### config.mk
export PLATFORM = sky130hd
export DESIGN_NAME = regfile_load_sequencer_flat
export DESIGN_NICKNAME = d
export VERILOG_FILES = /design/src/rtl/regfile_load_sequencer_if.sv /design/src/rtl/regfile_load_sequencer.sv /design/src/flat_wrapper.sv
export SDC_FILE = /design/constraint.sdc
export NUM_CORES = 1
export LEC_CHECK = 0
export CELL_PAD_IN_SITES_DETAIL_PLACEMENT = 1
export CELL_PAD_IN_SITES_GLOBAL_PLACEMENT = 1
export CORE_UTILIZATION = 33
export DETAILED_ROUTE_END_ITERATION = 12
export GPL_TIMING_DRIVEN = 0
export PLACE_DENSITY = 0.74
export SYNTH_ARGS = -nofsm -noshare
export SYNTH_HDL_FRONTEND = slang
export SYNTH_SLANG_ARGS = --single-unit
### constraint.sdc
create_clock -name clk -period 1.84 [get_ports clk]
set_input_delay 0.552 -clock clk [delete_from_list [all_inputs] [get_ports clk]]
set_output_delay 0.552 -clock clk [all_outputs]
set_load 0.02 [all_outputs]
### src/rtl/regfile_load_sequencer_if.sv
// regfile_load_sequencer_if: word-stream, sweep-control and register-file port bundle
interface regfile_load_sequencer_if;
   logic       in_valid;
   logic       in_ready;
   logic       in_sel;
   logic [7:0] in_data;
   logic       go;
   logic       bank;
   logic       abort;
   logic [2:0] WriteRegA;
   logic [3:0] WriteDataA;
   logic       WriteEnA;
   logic [3:0] WriteRegB;
   logic [7:0] WriteDataB;
   logic       WriteEnB;
   logic [2:0] ReadRegA1;
   logic [2:0] ReadRegA2;
   logic [3:0] ReadRegB;
   logic       start;
   logic       busy;
   logic       done;
   logic       a_loaded;
   logic       b_loaded;
   modport master (
      output in_valid, in_sel, in_data, go, bank, abort,
      input  in_ready, WriteRegA, WriteDataA, WriteEnA, WriteRegB, WriteDataB, WriteEnB,
      input  ReadRegA1, ReadRegA2, ReadRegB, start, busy, done, a_loaded, b_loaded
   );
   modport slave (
      input  in_valid, in_sel, in_data, go, bank, abort,
      output in_ready, WriteRegA, WriteDataA, WriteEnA, WriteRegB, WriteDataB, WriteEnB,
      output ReadRegA1, ReadRegA2, ReadRegB, start, busy, done, a_loaded, b_loaded
   );
endinterface

### src/rtl/regfile_load_sequencer.sv
// regfile_load_sequencer: loads words into register files A/B and runs read sweeps for the datapath
module regfile_load_sequencer #(
   parameter int SWEEP_LEN = 8
) (
   input logic clk,
   input logic rst,
   regfile_load_sequencer_if.slave bus
);
   typedef enum logic [1:0] {IDLE, PREP, SWEEP, DONE} state_t;
   state_t     state, stateNext;
   logic [2:0] ptrA, k, kNext;
   logic [3:0] ptrB;
   logic       bankL, accept, wrA, wrB;
   assign bus.in_ready = (state == IDLE) & ~rst;
   assign accept = bus.in_valid & bus.in_ready;
   assign wrA = accept & ~bus.in_sel;
   assign wrB = accept & bus.in_sel;
   // Next state and the sweep index shown in the next cycle (0 whenever not sweeping)
   always_comb begin
      stateNext = state;
      kNext = '0;
      case (state)
         IDLE:  stateNext = bus.go ? PREP : IDLE;
         PREP:  stateNext = SWEEP;
         SWEEP: begin
            if (bus.abort) stateNext = IDLE;
            else if (k == 3'(SWEEP_LEN - 1)) stateNext = DONE;
            else kNext = k + 3'd1;
         end
         DONE:  stateNext = IDLE;
      endcase
   end
   // State register and sweep index
   always_ff @(posedge clk) begin
      if (rst) begin
         state <= IDLE;
         k <= '0;
      end else begin
         state <= stateNext;
         k <= kNext;
      end
   end
   // Write side: one-cycle write strobes, auto-incrementing pointers, sticky loaded flags
   always_ff @(posedge clk) begin
      if (rst) begin
         ptrA <= '0;
         ptrB <= '0;
         bus.WriteRegA <= '0;
         bus.WriteDataA <= '0;
         bus.WriteEnA <= 1'b0;
         bus.WriteRegB <= '0;
         bus.WriteDataB <= '0;
         bus.WriteEnB <= 1'b0;
         bus.a_loaded <= 1'b0;
         bus.b_loaded <= 1'b0;
      end else begin
         bus.WriteEnA <= wrA;
         bus.WriteEnB <= wrB;
         if (wrA) begin
            bus.WriteRegA <= ptrA;
            bus.WriteDataA <= bus.in_data[3:0];
            ptrA <= ptrA + 3'd1;
            bus.a_loaded <= bus.a_loaded | (ptrA == 3'd7);
         end
         if (wrB) begin
            bus.WriteRegB <= ptrB;
            bus.WriteDataB <= bus.in_data;
            ptrB <= ptrB + 4'd1;
            bus.b_loaded <= bus.b_loaded | (ptrB == 4'd15);
         end
      end
   end
   // Read side: outputs reflect the state being entered so they line up with it
   always_ff @(posedge clk) begin
      if (rst) begin
         bankL <= 1'b0;
         bus.start <= 1'b0;
         bus.busy <= 1'b0;
         bus.done <= 1'b0;
         bus.ReadRegA1 <= '0;
         bus.ReadRegA2 <= '0;
         bus.ReadRegB <= '0;
      end else begin
         if (state == IDLE && bus.go) bankL <= bus.bank;
         bus.start <= stateNext == SWEEP;
         bus.busy <= stateNext != IDLE;
         bus.done <= stateNext == DONE;
         bus.ReadRegA1 <= stateNext == SWEEP ? kNext : 3'd0;
         bus.ReadRegA2 <= stateNext == SWEEP ? 3'd7 - kNext : 3'd0;
         bus.ReadRegB <= stateNext == SWEEP ? {(state == IDLE) ? bus.bank : bankL, kNext} : 4'd0;
      end
   end
endmodule

### src/flat_wrapper.sv
// flat-port wrapper written by rule: the top's interface ports become plain ports
module regfile_load_sequencer_flat 
#(
   parameter int SWEEP_LEN = 8
)
  (clk, rst, bus_in_valid, bus_in_sel, bus_in_data, bus_go, bus_bank, bus_abort, bus_in_ready, bus_WriteRegA, bus_WriteDataA, bus_WriteEnA, bus_WriteRegB, bus_WriteDataB, bus_WriteEnB, bus_ReadRegA1, bus_ReadRegA2, bus_ReadRegB, bus_start, bus_busy, bus_done, bus_a_loaded, bus_b_loaded);
  regfile_load_sequencer_if bus_i ();
  input logic clk;
  input logic rst;
  input wire logic [$bits(bus_i.in_valid)-1:0] bus_in_valid;
  input wire logic [$bits(bus_i.in_sel)-1:0] bus_in_sel;
  input wire logic [$bits(bus_i.in_data)-1:0] bus_in_data;
  input wire logic [$bits(bus_i.go)-1:0] bus_go;
  input wire logic [$bits(bus_i.bank)-1:0] bus_bank;
  input wire logic [$bits(bus_i.abort)-1:0] bus_abort;
  output wire logic [$bits(bus_i.in_ready)-1:0] bus_in_ready;
  output wire logic [$bits(bus_i.WriteRegA)-1:0] bus_WriteRegA;
  output wire logic [$bits(bus_i.WriteDataA)-1:0] bus_WriteDataA;
  output wire logic [$bits(bus_i.WriteEnA)-1:0] bus_WriteEnA;
  output wire logic [$bits(bus_i.WriteRegB)-1:0] bus_WriteRegB;
  output wire logic [$bits(bus_i.WriteDataB)-1:0] bus_WriteDataB;
  output wire logic [$bits(bus_i.WriteEnB)-1:0] bus_WriteEnB;
  output wire logic [$bits(bus_i.ReadRegA1)-1:0] bus_ReadRegA1;
  output wire logic [$bits(bus_i.ReadRegA2)-1:0] bus_ReadRegA2;
  output wire logic [$bits(bus_i.ReadRegB)-1:0] bus_ReadRegB;
  output wire logic [$bits(bus_i.start)-1:0] bus_start;
  output wire logic [$bits(bus_i.busy)-1:0] bus_busy;
  output wire logic [$bits(bus_i.done)-1:0] bus_done;
  output wire logic [$bits(bus_i.a_loaded)-1:0] bus_a_loaded;
  output wire logic [$bits(bus_i.b_loaded)-1:0] bus_b_loaded;
  assign bus_i.in_valid = bus_in_valid;
  assign bus_i.in_sel = bus_in_sel;
  assign bus_i.in_data = bus_in_data;
  assign bus_i.go = bus_go;
  assign bus_i.bank = bus_bank;
  assign bus_i.abort = bus_abort;
  assign bus_in_ready = bus_i.in_ready;
  assign bus_WriteRegA = bus_i.WriteRegA;
  assign bus_WriteDataA = bus_i.WriteDataA;
  assign bus_WriteEnA = bus_i.WriteEnA;
  assign bus_WriteRegB = bus_i.WriteRegB;
  assign bus_WriteDataB = bus_i.WriteDataB;
  assign bus_WriteEnB = bus_i.WriteEnB;
  assign bus_ReadRegA1 = bus_i.ReadRegA1;
  assign bus_ReadRegA2 = bus_i.ReadRegA2;
  assign bus_ReadRegB = bus_i.ReadRegB;
  assign bus_start = bus_i.start;
  assign bus_busy = bus_i.busy;
  assign bus_done = bus_i.done;
  assign bus_a_loaded = bus_i.a_loaded;
  assign bus_b_loaded = bus_i.b_loaded;
  regfile_load_sequencer #(.SWEEP_LEN(SWEEP_LEN)) u_core (.clk(clk), .rst(rst), .bus(bus_i));
endmodule
* After elaboration in Yosys (flattened, before gate mapping)
Cells that the tools add are included.
** Storage, ports and cells
- Register bits :: 49
- Memories :: 0
- Bits in latches :: 0
- Memory bits (read-only) :: 0
- RAM bits :: 0
- Input port bits :: 15
- Logic and storage cells :: 52
** Cells by class
- $mul :: 0
- Mux-type cells :: 8
- Reduce and logical (&&, ||, !) cells :: 4
- Add/sub/neg operators :: 4
- Shifts and indexed selects :: 0
- Div/mod/pow operators :: 0
- Eq/ne operators :: 8
- Bitwise logic cells :: 9
- $lt $le $gt $ge :: 0
** Operators with widths (count)
- 2-to-1 mux 3 bit :: 3
- == test 2 bit (second input constant) :: 4
- one-hot mux 2 bit (4 select lines) :: 1
- adder 3 x 1 -> 3 bit (second input constant) :: 2
- == test 3 bit (second input constant) :: 2
- adder 4 x 1 -> 4 bit (second input constant) :: 1
- bitwise AND 1 bit :: 4
- == test 4 bit (second input constant) :: 1
- 2-to-1 mux 2 bit :: 2
- inverter 1 bit :: 3
- subtractor 3 bit (first input constant) :: 1
- == test 2 x 1 -> 1 bit (second input constant) :: 1
- logical NOT 2 bit :: 1
- 2-to-1 mux 1 bit :: 2
- OR 1 bit :: 2
- nonzero test 2 bit :: 1
- OR reduction 2 bit :: 1
- logical AND 1 bit :: 1

* Depth between registers and ports, before layout
Gate-level depths: netlist of run 1.
- Word-level depth :: 7
- Mapped depth :: 6
- Depth with buffers taken out :: 5

* Worst setup path before layout of run 1
No wires, ideal clock.
- Path type :: input -> output
- From :: in rst
- To :: out bus_in_ready
- Setup slack :: 0.099 ns
- Stages :: 2
- Path buffers :: 1
- Arrival :: 1.189 ns
- Cell sequence :: clkbuf_1 > nor3_1
** On the way
- Cells in the longest elaborated chain, start to end :: 2
** RTL lines
- from (decl) :: line flat_wrapper.sv:9 : input logic rst;
- inverter 1 bit :: line regfile_load_sequencer.sv:14 : assign bus.in_ready = (state == IDLE) & ~rst;
- bitwise AND 1 bit :: line regfile_load_sequencer.sv:14
- to (decl) :: line flat_wrapper.sv:16 : output wire logic [$bits(bus_i.in_ready)-1:0] bus_in_ready;
Every way passes these cells.

* Worst setup path in the final report of run 1
- From :: reg u_core.bus.WriteRegB[0]
- To :: out bus_WriteRegB[0]
** RTL lines
- from (decl) :: line regfile_load_sequencer_if.sv:31 : output in_ready, WriteRegA, WriteDataA, WriteEnA, WriteRegB, WriteDataB, WriteEnB,
- from (signal assigned) :: line regfile_load_sequencer.sv:66 : bus.WriteRegB <= ptrB;
- to (decl) :: line flat_wrapper.sv:20 : output wire logic [$bits(bus_i.WriteRegB)-1:0] bus_WriteRegB;
No word-level cell between the ends.

==> results.txt, run 1 <==
For the worst-skew pair, the clock arrives at the later sink with an insertion delay of 0.29 ns. The run gives 1.29 ns as the worst endpoint required time. Clock tree synthesis found a total of 46 sinks. For the area of the die, the log shows 0.00545 mm^2. The post-layout instance count excluding filler cells is 315, and the average routed wire per standard cell is 13.0 um.

For the clock buffer count from CTS, the log shows 5. Counting flops and latches in the post-synthesis netlist gives 46. For this run, design rule violations remaining after detail routing come to 0. Final layout net count: 267.

The worst hold path was traced through 2 stages. On the worst path, the slowest cell contributes a delay of 0.61 ns. The family with the most delay on the worst path is buffers and inverters. The run gives 0.619 as the worst slew slack as a fraction of its limit.

Terminus of the critical flop-to-flop path: u_core.bus.ReadRegA2[2]. The highest fanout seen on the critical path is 2, and the number of max-slew violations in the final report is 0. The tools report the global-route wire length before repair as 6.79 mm. Max-cap violations in this run came to 0.

The number of buffer and inverter stages on the critical path was 1. The type of destination of the critical path is a primary output. For this block, the via count after detailed routing is 1438.

The worst hold path terminates at u_core.bus.WriteRegA[0]. Cell with the largest stage delay on the worst path: sky130_fd_sc_hd__clkdlybuf4s50_1. The clock period could shrink to 1.80 ns.

52 I/O pins were placed. The net count after synthesis was 209; the count of antenna diodes in the layout was 0. The final number of hold-violating endpoints is 0, and the pin slew with the least headroom to its limit is 0.572 ns.

The synthesized netlist occupies a cell area of 0.00170 mm^2. Row generation in the floorplan step produced 25 rows. The global-route congestion overflow total was 0; the fraction of post-synthesis cell area in the top cell type by area was 0.541.

The run finished with clean final reports. Summed over all layers, the routed wires come to 4.10 mm. The worst min-delay path startpoint is u_core.bus.WriteRegA[0]. The vertical die dimension works out to 73.8 um.

Entering global routing, the biggest net connects 14 pins. In this run the mean area of a mapped cell was 9.00 um^2. The logs give 1.99 mW for the total power and 34 for the count of different cell masters after synthesis. TritonCTS built the clock tree. For the post-synthesis sequential area ratio, the log shows 0.541. By area the synthesized netlist is led by sky130_fd_sc_hd__dfxtp_1, sky130_fd_sc_hd__nand2_1, sky130_fd_sc_hd__a21oi_1. The detailed router finished its first iteration with 43 violations. The core region is 0.00485 mm^2. The number of iterations in the first detailed-routing pass was 4. In this run, post-CTS hold repair placed 0 buffers. The leakage power figure came out at 1.03 nW. In this run the tool buffered the top-level ports with 51 buffer cells. Startpoint kind of the worst setup timing path: a flip-flop.

At the placement stage, the worst setup path has a slack of -0.748 ns. After layout, the worst setup slack is 0.0429 ns. The synthesis-to-finish area growth was 43.1%.

Once placement completed, the tool counted placed cells totaling 307. Setup repair after global routing left no endpoint under its margin. The final critical-path share of the clock period is 0.977, and the path depth of the worst reg2reg path is 5. The run gives 2 as the H-tree depth reported by CTS. In this run the critical register-to-register path is launched from u_core.k[0]. The kind of critical path is reg2out. The share of flip-flops with an asynchronous set or reset was 0. The most common flop cell mapped by yosys was sky130_fd_sc_hd__dfxtp_1.

Across the VDD grid, the largest voltage drop is 328 uV. The floorplan step set the die width to 73.8 um. The proportion of layout cells with a drive suffix above 1 is 0.113. Traced cell by cell, the critical path runs through clkdlybuf4s50_1. The tools report the upper clock frequency limit as 556 MHz. The number of antenna violations at the first check in global routing is 0.

Kind of path behind the tightest hold check: reg2reg. The per-cell via count in the routed design came out at 4.57. The largest total area in the synthesized netlist belongs to sky130_fd_sc_hd__dfxtp_1.

The HPWL after detailed placement is 2.89 mm. The run gives 0 as the synthesis warning total. Between clock sinks in the finished design, the worst skew comes to 0.00536 ns. At the end of routability-driven placement, the weighted congestion stood at 0.727. The clock passes through at most 2 buffers. Clock-pin slew was measured on the worst setup and hold paths at 0.08 ns. The tools report the reg-to-reg setup timing slack as 0.20 ns. Total power density per cell area: 819 mW/mm^2. The number of global-route vias before repair came out at 1428. Counting every instance in the synthesized netlist gives 189. The logs give 0.502 for the final cell utilization of the core and 0 for the number of setup violations in the final report. The tools report the CTS root buffer as sky130_fd_sc_hd__clkbuf_8. The global-route usage over all layers is 0.165, and the initial cell density of the core is 0.351. Post-route antenna net violation count: 0.

For the worst setup path, the data arrival time is 1.25 ns. The number of flops mapped to enable cells by yosys works out to 0.
how the worst max path moves through the flow:
| stage | from | end | cells after the start |
|---|---|---|---|
| detailed placement | rst | bus_in_ready | 4 |
| floorplan | rst | bus_in_ready | 2 |
| global route | u_core.k[0] | u_core.bus.ReadRegA2[1] | 5 |
| global placement | rst | bus_in_ready | 4 |
| CTS | u_core.bus.WriteRegB[1] | bus_WriteRegB[1] | 1 |
| finish | u_core.bus.WriteRegB[0] | bus_WriteRegB[0] | 1 |
synth_stat cells, drive strengths merged (2+ instances only):
| master | instances |
|---|---|
| buf | 11 |
| ha | 5 |
| dfxtp | 46 |
| nor3b | 3 |
| a21oi | 30 |
| inv | 4 |
| o21ai | 3 |
| and2 | 2 |
| clkbuf | 4 |
| nand3 | 2 |
| xnor2 | 2 |
| nand2 | 47 |
| nor4b | 2 |
| nor2 | 13 |
cells by family after synthesis:
kind of cell | share of synthesized area
buffers and inverters | 0.0654
AOI/OAI and AO/OA | 0.122
adders and majority gates | 0.0368
xor gates and xnor gates | 0.0103
and+or+nand+nor | 0.224
DFF | 0.541
flip-flops by register name, summed over array words and instances, names as in the netlist, 2 cells and up:
signal and count:
u_core.state 2, u_core.bus.ReadRegA2 3, u_core.ptrB 4, u_core.ptrA 3, u_core.bus.WriteRegA 3, u_core.bus.WriteDataB 8, u_core.k 3, u_core.bus.ReadRegB 4
u_core.bus.WriteRegB 4, u_core.bus.WriteDataA 4
placed cells by master (no fill, tap or decap), types with 2 or more instances in the layout:
cell,netlist,layout
sky130_fd_sc_hd__inv_1,4,4
sky130_fd_sc_hd__dlygate4sd2_1,0,4
sky130_fd_sc_hd__a21oi_1,30,30
sky130_fd_sc_hd__clkbuf_8,0,9
sky130_fd_sc_hd__nor2_1,13,13
sky130_fd_sc_hd__buf_4,6,8
sky130_fd_sc_hd__buf_2,2,2
sky130_fd_sc_hd__buf_6,2,2
sky130_fd_sc_hd__ha_1,5,5
sky130_fd_sc_hd__clkbuf_1,4,2
sky130_fd_sc_hd__dlymetal6s2s_1,0,5
sky130_fd_sc_hd__dfxtp_1,46,46
sky130_fd_sc_hd__and2_1,2,2
sky130_fd_sc_hd__xnor2_1,2,2
sky130_fd_sc_hd__nand3_1,2,2
sky130_fd_sc_hd__clkdlybuf4s50_1,0,41
sky130_fd_sc_hd__nand2_1,47,47
sky130_fd_sc_hd__o21ai_0,3,3
sky130_fd_sc_hd__nor3b_1,2,2
final cells by class:
cell class	instances	area [um^2]
well taps	67	83.8
multi-input cells	124	679
inverters	4	15.0
clock buffers	8	110
repair buffers	52	523
flip-flops and latches	46	921
plain buffers	14	103
fillers	586	2410
layer usage:
metal  share of wire  track usage  vias up
met4           0.011       0.0577        0
met1            0.48        0.223      668
li1                -            -      734
met2            0.46        0.254       31
met5               0            0        -
met3           0.048       0.0453        5
stage by stage:
stage                     setup TNS, ns  hold slack, ns  instance area, um^2
after floorplan                       0           0.445                 1700
after global placement            -8.85           0.441                 2300
after detailed placement         -10.19           0.450                 2300
after CTS                             0           0.462                 2420
after global routing                  0           0.482                 2430
final                                 0           0.456                 2430
power by group:
part	switching, mW	total (mW)	leakage [nW]	internal [mW]
logic	0.129	0.248	0.600	0.119
registers	0.0176	1.05	0.374	1.03
clock network	0.320	0.699	0.0575	0.379
total	0.467	1.99	1.03	1.53
what timing repair did:
action	4_1_cts	5_1_grt
pin swaps	0	0
setup buffers	1	0
endpoints found under the setup margin	5	13
gates resized for setup	14	6
Power figures use the tool's default switching activity.
==> run 2: changes to the inputs <==
SLEW_MARGIN = 20   (was unset)
==> results of run 2 <==
No change in the layout: final DEF, timing and power equal those of run 1.
